$ cat config.mk
export PLATFORM = sky130hd
export DESIGN_NAME = spell_trace_ctrl
export DESIGN_NICKNAME = d
export VERILOG_FILES = /design/src/rtl/spell_trace_ctrl_pkg.sv /design/src/rtl/ir_debounce.sv /design/src/rtl/spell_trace_ctrl.sv
export SDC_FILE = /design/constraint.sdc
export NUM_CORES = 1
export LEC_CHECK = 0
export ABC_AREA = 1
export ABC_CLOCK_PERIOD_IN_PS = 4500
export CORE_AREA = 3 3 113 136
export CTS_CLUSTER_DIAMETER = 100
export DETAILED_ROUTE_END_ITERATION = 10
export DIE_AREA = 0 0 116 139
export PLACE_DENSITY = 0.71
export SYNTH_ARGS = -nofsm -noshare
export SYNTH_HDL_FRONTEND = slang
export SYNTH_SLANG_ARGS = --single-unit
$ cat constraint.sdc
create_clock -name clk -period 4.5 [get_ports clk]
set_input_delay 1.125 -clock clk [delete_from_list [all_inputs] [get_ports clk]]
set_output_delay 1.125 -clock clk [all_outputs]
set_load 0.01 [all_outputs]
$ cat src/rtl/spell_trace_ctrl_pkg.sv
// Shared types and defaults for the spell-trace controller.
package spell_trace_ctrl_pkg;

  typedef enum logic [1:0] {
    ST_IDLE   = 2'd0,
    ST_TRACE  = 2'd1,
    ST_RESULT = 2'd2
  } state_e;

  localparam logic [1:0] HOUSE_G = 2'd0;
  localparam logic [1:0] HOUSE_H = 2'd1;
  localparam logic [1:0] HOUSE_S = 2'd2;
  localparam logic [1:0] HOUSE_R = 2'd3;

  localparam int DEF_DEB_FRAMES     = 3;
  localparam int DEF_TIMEOUT_FRAMES = 600;
  localparam int DEF_HOLD_FRAMES    = 120;

  function automatic logic [4:0] popcount16(input logic [15:0] v);
    logic [4:0] c;
    c = '0;
    for (int i = 0; i < 16; i++) c = c + {4'd0, v[i]};
    return c;
  endfunction

endpackage

$ cat src/rtl/ir_debounce.sv
// 2-flop synchronizer and frame-rate saturating debounce for the 16 IR boxes.
module ir_debounce
  import spell_trace_ctrl_pkg::*;
#(
  parameter int DEB_FRAMES = DEF_DEB_FRAMES
) (
  input  logic        clk,
  input  logic        reset_n,
  input  logic        frame_tick_i,
  input  logic [15:0] ir_raw_i,
  output logic [15:0] deb_o
);

  localparam int CW = $clog2(DEB_FRAMES + 1);
  localparam logic [CW-1:0] DEB_MAX = CW'(DEB_FRAMES);

  logic [15:0]   sync1_q, sync2_q;
  logic [CW-1:0] cnt_q [16];
  logic [CW-1:0] cnt_d [16];

  always_comb begin
    for (int i = 0; i < 16; i++) begin
      cnt_d[i] = cnt_q[i];
      if (frame_tick_i) begin
        if (!sync2_q[i])              cnt_d[i] = '0;
        else if (cnt_q[i] != DEB_MAX) cnt_d[i] = cnt_q[i] + CW'(1);
      end
    end
  end

  always_ff @(posedge clk or negedge reset_n) begin
    if (!reset_n) begin
      sync1_q <= '0;
      sync2_q <= '0;
      for (int i = 0; i < 16; i++) cnt_q[i] <= '0;
    end else begin
      sync1_q <= ir_raw_i;
      sync2_q <= sync1_q;
      for (int i = 0; i < 16; i++) cnt_q[i] <= cnt_d[i];
    end
  end

  always_comb begin
    deb_o = '0;
    for (int i = 0; i < 16; i++) deb_o[i] = (cnt_q[i] == DEB_MAX);
  end

endmodule

$ cat src/rtl/spell_trace_ctrl.sv
// Spell-trace game controller: house select, timed trace against a target pattern, result hold.
//   state     | meaning
//   ST_IDLE   | waiting for house press / start
//   ST_TRACE  | accumulating debounced boxes into ir_out, timer running
//   ST_RESULT | done/success shown, ir_out frozen, hold timer running
module spell_trace_ctrl
  import spell_trace_ctrl_pkg::*;
#(
  parameter int DEB_FRAMES     = DEF_DEB_FRAMES,
  parameter int TIMEOUT_FRAMES = DEF_TIMEOUT_FRAMES,
  parameter int HOLD_FRAMES    = DEF_HOLD_FRAMES
) (
  input  logic        clk,
  input  logic        reset_n,
  input  logic        frame_tick,
  input  logic [15:0] ir_raw,
  input  logic        R,
  input  logic        S,
  input  logic        G,
  input  logic        H,
  input  logic        start,
  input  logic [15:0] target,
  output logic [15:0] ir_out,
  output logic [1:0]  house_sel,
  output logic        house_valid,
  output logic        busy,
  output logic        done,
  output logic        success,
  output logic [4:0]  traced_count
);

  localparam int TMAX = (TIMEOUT_FRAMES > HOLD_FRAMES) ? TIMEOUT_FRAMES : HOLD_FRAMES;
  localparam int TW   = $clog2(TMAX + 1);
  localparam logic [TW-1:0] TIMEOUT_LD = TW'(TIMEOUT_FRAMES);
  localparam logic [TW-1:0] HOLD_LD    = TW'(HOLD_FRAMES);

  state_e         state_q, state_d;
  logic [TW-1:0]  timer_q, timer_d;
  logic [15:0]    ir_q, ir_d, target_q, target_d;
  logic [1:0]     house_sel_q, house_sel_d;
  logic           house_valid_q, house_valid_d;
  logic           success_q, success_d;
  logic [15:0]    deb, ir_next;
  logic           fail_off, hit, expired;

  ir_debounce #(.DEB_FRAMES(DEB_FRAMES)) u_deb (
    .clk          (clk),
    .reset_n      (reset_n),
    .frame_tick_i (frame_tick),
    .ir_raw_i     (ir_raw),
    .deb_o        (deb)
  );

  // Judge on the mask ir_out is about to take, so a box landing on the expiry frame still counts.
  always_comb begin
    ir_next  = ir_q | deb;
    fail_off = ((ir_next & ~target_q) != 16'd0) || (target_q == 16'd0);
    hit      = (ir_next == target_q);
    expired  = (timer_q == '0);
  end

  always_ff @(posedge clk or negedge reset_n) begin
    if (!reset_n) state_q <= ST_IDLE;
    else          state_q <= state_d;
  end

  always_comb begin
    state_d = state_q;
    case (state_q)
      ST_IDLE:   if (start && house_valid_q)      state_d = ST_TRACE;
      ST_TRACE:  if (fail_off || hit || expired)  state_d = ST_RESULT;
      ST_RESULT: if (expired)                     state_d = ST_IDLE;
      default:                                    state_d = ST_IDLE;
    endcase
  end

  always_comb begin
    busy = (state_q == ST_TRACE);
    done = (state_q == ST_RESULT);
  end

  always_comb begin
    ir_d          = ir_q;
    timer_d       = timer_q;
    target_d      = target_q;
    house_sel_d   = house_sel_q;
    house_valid_d = house_valid_q;
    success_d     = success_q;
    case (state_q)
      ST_IDLE: begin
        case ({R, S, H, G})
          4'b0001: begin house_sel_d = HOUSE_G; house_valid_d = 1'b1; end
          4'b0010: begin house_sel_d = HOUSE_H; house_valid_d = 1'b1; end
          4'b0100: begin house_sel_d = HOUSE_S; house_valid_d = 1'b1; end
          4'b1000: begin house_sel_d = HOUSE_R; house_valid_d = 1'b1; end
          default: ;
        endcase
        if (start && house_valid_q) begin
          ir_d     = '0;
          target_d = target;
          timer_d  = TIMEOUT_LD;
        end
      end
      ST_TRACE: begin
        ir_d = ir_next;
        if (frame_tick && !expired) timer_d = timer_q - TW'(1);
        if (state_d == ST_RESULT) begin
          success_d = !fail_off && hit;
          timer_d   = HOLD_LD;
        end
      end
      ST_RESULT: begin
        if (frame_tick && !expired) timer_d = timer_q - TW'(1);
        if (expired) begin
          ir_d      = '0;
          success_d = 1'b0;
        end
      end
      default: ;
    endcase
  end

  always_ff @(posedge clk or negedge reset_n) begin
    if (!reset_n) begin
      ir_q          <= '0;
      timer_q       <= '0;
      target_q      <= '0;
      house_sel_q   <= '0;
      house_valid_q <= 1'b0;
      success_q     <= 1'b0;
    end else begin
      ir_q          <= ir_d;
      timer_q       <= timer_d;
      target_q      <= target_d;
      house_sel_q   <= house_sel_d;
      house_valid_q <= house_valid_d;
      success_q     <= success_d;
    end
  end

  assign ir_out       = ir_q;
  assign house_sel    = house_sel_q;
  assign house_valid  = house_valid_q;
  assign success      = success_q;
  assign traced_count = popcount16(ir_q);

endmodule

==> out/qor.csv <==
metric,value,unit
hold_viol,0,
slew_violations,0,
syn-instance-count,609,
holdPathStages,0,
hp-class,flip-flop to flip-flop,
p_leak,3.519,nW
multiInputGateArea,2476,um2
critPathBufInv,7,
die_x,116,um
seq_area,2803,um2
grt_pass1_wl,19880,um
period_share,1.084,
sw_frac_of_total,0.3636,
clockPowerShare,0.245,
fin_ws,-0.3793,ns
violations,setup timing,
hold_buffers,0,
power_density,506.0,nW/um2
drt_iter0_markers,180,
first_global_vias,4194,
grt_max_degree,113,
numCtsBuffers,9,
htreeDepth,3,
dp_hpwl,8608,um
synth_warnings,0,
clk_pin_slew_worst_paths,0.07,ns
ios,67,
min_period,4.879,ns
post-place-ws,-0.4823,ns
worst_path_max_delay_cell,fa_1,
vias_per_cell,4.839,
irDropWorstVdd,0.0001950,V
grt_usage,0.1555,
cp_cell_sequence,fa_1 > inv_1 > fa_1 > inv_2 > fa_1 > inv_1 > fa_1 > inv_2 > ha_4 > inv_2 > fa_2 > inv_2 > buf_6,
wl_per_cell,13.34,um
final_util,0.4878,
syn_nets,701,
fin_area,6973,um2
cap_viol_max_count,0,
cp_num_cells,13,
drc_errors,0,
synth.distinct_cells,33,
holdWs,0.3478,ns
core_area,14290,um2
clockBufferDepth,2,
placed_cell_area,6623,um2
portBuffers,66,
root_buffer,clkbuf_16,
crit_fanout,2,
dr.pass1.iters,5,
die_area,16120,um2
rows,48,
fin_cells,875,
finalClockSkew,0.01041,ns
gp_congestion,0.8565,
num-nets-final,787,
critPathLaunchType,flip-flop,
vias,4234,
diodes,0,
initial_utilization,0.3938,
cp.required,3.38,ns
synth.avg_cell_area,9.243,um2
final_antenna_net_count,0,
finalSetupViolCount,4,
timing.fmax,204.9,MHz
die_h,139,um
totalWireLength,11670,um
rsz0062_at_grt,true,
area_growth,23.87,%
pwr-share-comb,0.386,
clock_latency,0.35,ns
fin_tns_setup,-1.401,ns
cts_tree,built,
p_int,2.245,mW
syn-cell-area,5629,um2
cts_sinks,112,
grt_antenna_before_repair,0,
power_frac_seq,0.369,
end_kind,output pin,
cp.arrival,3.75,ns
slowest_delay,0.53,ns
r2r_cells,16,
grt_overflow,0,
status,"finished, violations left",
cp_top_family,adder cells,
ys_ff_latch,112,
drive_gt1_frac,0.1314,
p_sw,1.283,mW
slew_headroom,0.5348,
ys_seq_area_frac,0.4979,
tightest_slew,0.6961,ns
total_power,3.528,mW
fillerInstances,1333,
place_inst,858,
worstSetupPathType,flip-flop to output pin,
-- area by class of cell --
cell class                 instances  area share
inverter                          89     0.04791
sequential                       112      0.4019
clock inverter                     5     0.01130
clock buffer                      11     0.03481
multi-input combinational        396      0.3551
timing repair buffer              87      0.1175
tap                              175     0.03140
-- metal layers --
metal | GRT usage | wire length [um] | vias to the layer above
met2 | 0.2431 | 5499 | 86
met5 | 0 | 0 | -
met3 | 0.02488 | 554 | 16
met4 | 0.06292 | 226 | 0
li1 | - | - | 2140
met1 | 0.2147 | 5391 | 1992
-- cells in the final DEF (no fill, tap or decap), types with 4 or more instances in the layout --
master,n
xor2_1,6
o21ai_0,65
nand2_2,6
clkbuf_16,9
clkdlybuf4s50_1,60
inv_1,80
fa_1,9
a21oi_1,19
dfrtp_1,112
nand2_1,94
ha_1,41
or2_2,17
inv_2,9
nor2_1,33
o21ai_1,7
buf_4,20
nand3_1,66
nor2_2,4
nand2_4,4
-- kinds of logic (layout without fill, tap and decap cells) --
| group | Yosys count | count (layout) | share of synthesized area |
|---|---|---|---|
| AND/OR/NAND/NOR | 235 | 235 | 0.1956 |
| flip-flops | 112 | 112 | 0.4979 |
| buffers and inverters | 101 | 192 | 0.06801 |
| AO/OA/AOI/OAI | 100 | 100 | 0.09536 |
| adder cells (fa/ha/maj) | 52 | 52 | 0.1289 |
| XOR/XNOR | 8 | 8 | 0.01245 |
| multiplexers | 1 | 1 | 0.001778 |
-- cells in the mapped netlist --
library cell  count  area [um2]
dfrtp_1         112        2803
nand2_1          95       356.6
inv_1            84       315.3
nand3_1          67       335.3
o21ai_0          66       330.3
ha_1             42       525.5
nor2_1           34       127.6
a21oi_1          19       95.09
or2_2            17       106.4
fa_1             10       200.2
clkbuf_1          9       33.78
o21ai_1           6       30.03
xor2_1            6       52.55
inv_2             5       18.77
nand2_2           5       31.28
nand2_4           4       45.04
buf_2             3       15.01
nand4_1           3       18.77
nor2_2            3       18.77
nor2_4            3       33.78
nor3_1            2       10.01
o211ai_1          2       15.01
xnor2_1           2       17.52
a211o_1           1       8.760
a21oi_2           1       8.760
a21oi_4           1       16.27
mux2i_1           1       10.01
nand3_2           1       10.01
nand3b_1          1       7.510
o21a_1            1       7.510
o21bai_1          1       7.510
o31a_1            1       8.760
o41ai_1           1       8.760
-- repair_timing --
action | in CTS | in global routing
setup buffers | 1 | 0
resized for setup | 28 | 5
endpoints found under the setup margin | 5 | 5
pin swaps | 2 | 1
-- power by group through the flow --
stage	clock network (mW)	logic, mW	registers, mW
5_1_grt	0.932	1.57	1.33
3_5_place_dp	0	1.34	1.32
3_3_place_gp	0	1.31	1.31
4_1_cts	0.890	1.35	1.30
6_report	0.863	1.36	1.30
2_1_floorplan	0	0.917	1.31
-- worst reg2reg max path, cell delays in order (launching register included) --
cell and delay [ns]:
dfrtp_1 0.38, ha_1 0.24, or2_2 0.32, ha_1 0.28, nand2_1 0.05, nor2_1 0.15, nand2_1 0.08, nor2_1 0.09
nor2_1 0.06, nand3_1 0.08, nand2_1 0.08, nor2_4 0.14, nand2_4 0.07, nand2_2 0.08, nand2_2 0.08, nand3b_1 0.09
nand2_1 0.06
-- sequential cells by signal (all words and copies together), names as in the netlist --
name           cells
target_q          16
timer_q           10
house_valid        1
u_deb.sync2_q     16
ir_out            16
state_q            2
u_deb.sync1_q     16
success            1
u_deb.cnt_q       32
house_sel          2
-- path summary, 6_finish.rpt --
path                       slack [ns]              start                 to
max in group asynchronous        3.19            reset_n  u_deb.sync1_q[13]
min                              0.35  u_deb.sync1_q[13]  u_deb.sync2_q[13]
max                             -0.38         ir_out[11]    traced_count[1]
max reg2reg                      2.08    u_deb.cnt_q[18]         timer_q[2]
min reg2reg                      0.35  u_deb.sync1_q[13]  u_deb.sync2_q[13]
min in group asynchronous        0.85            reset_n    u_deb.cnt_q[19]
Note: power is estimated with default switching activity, not from simulation.
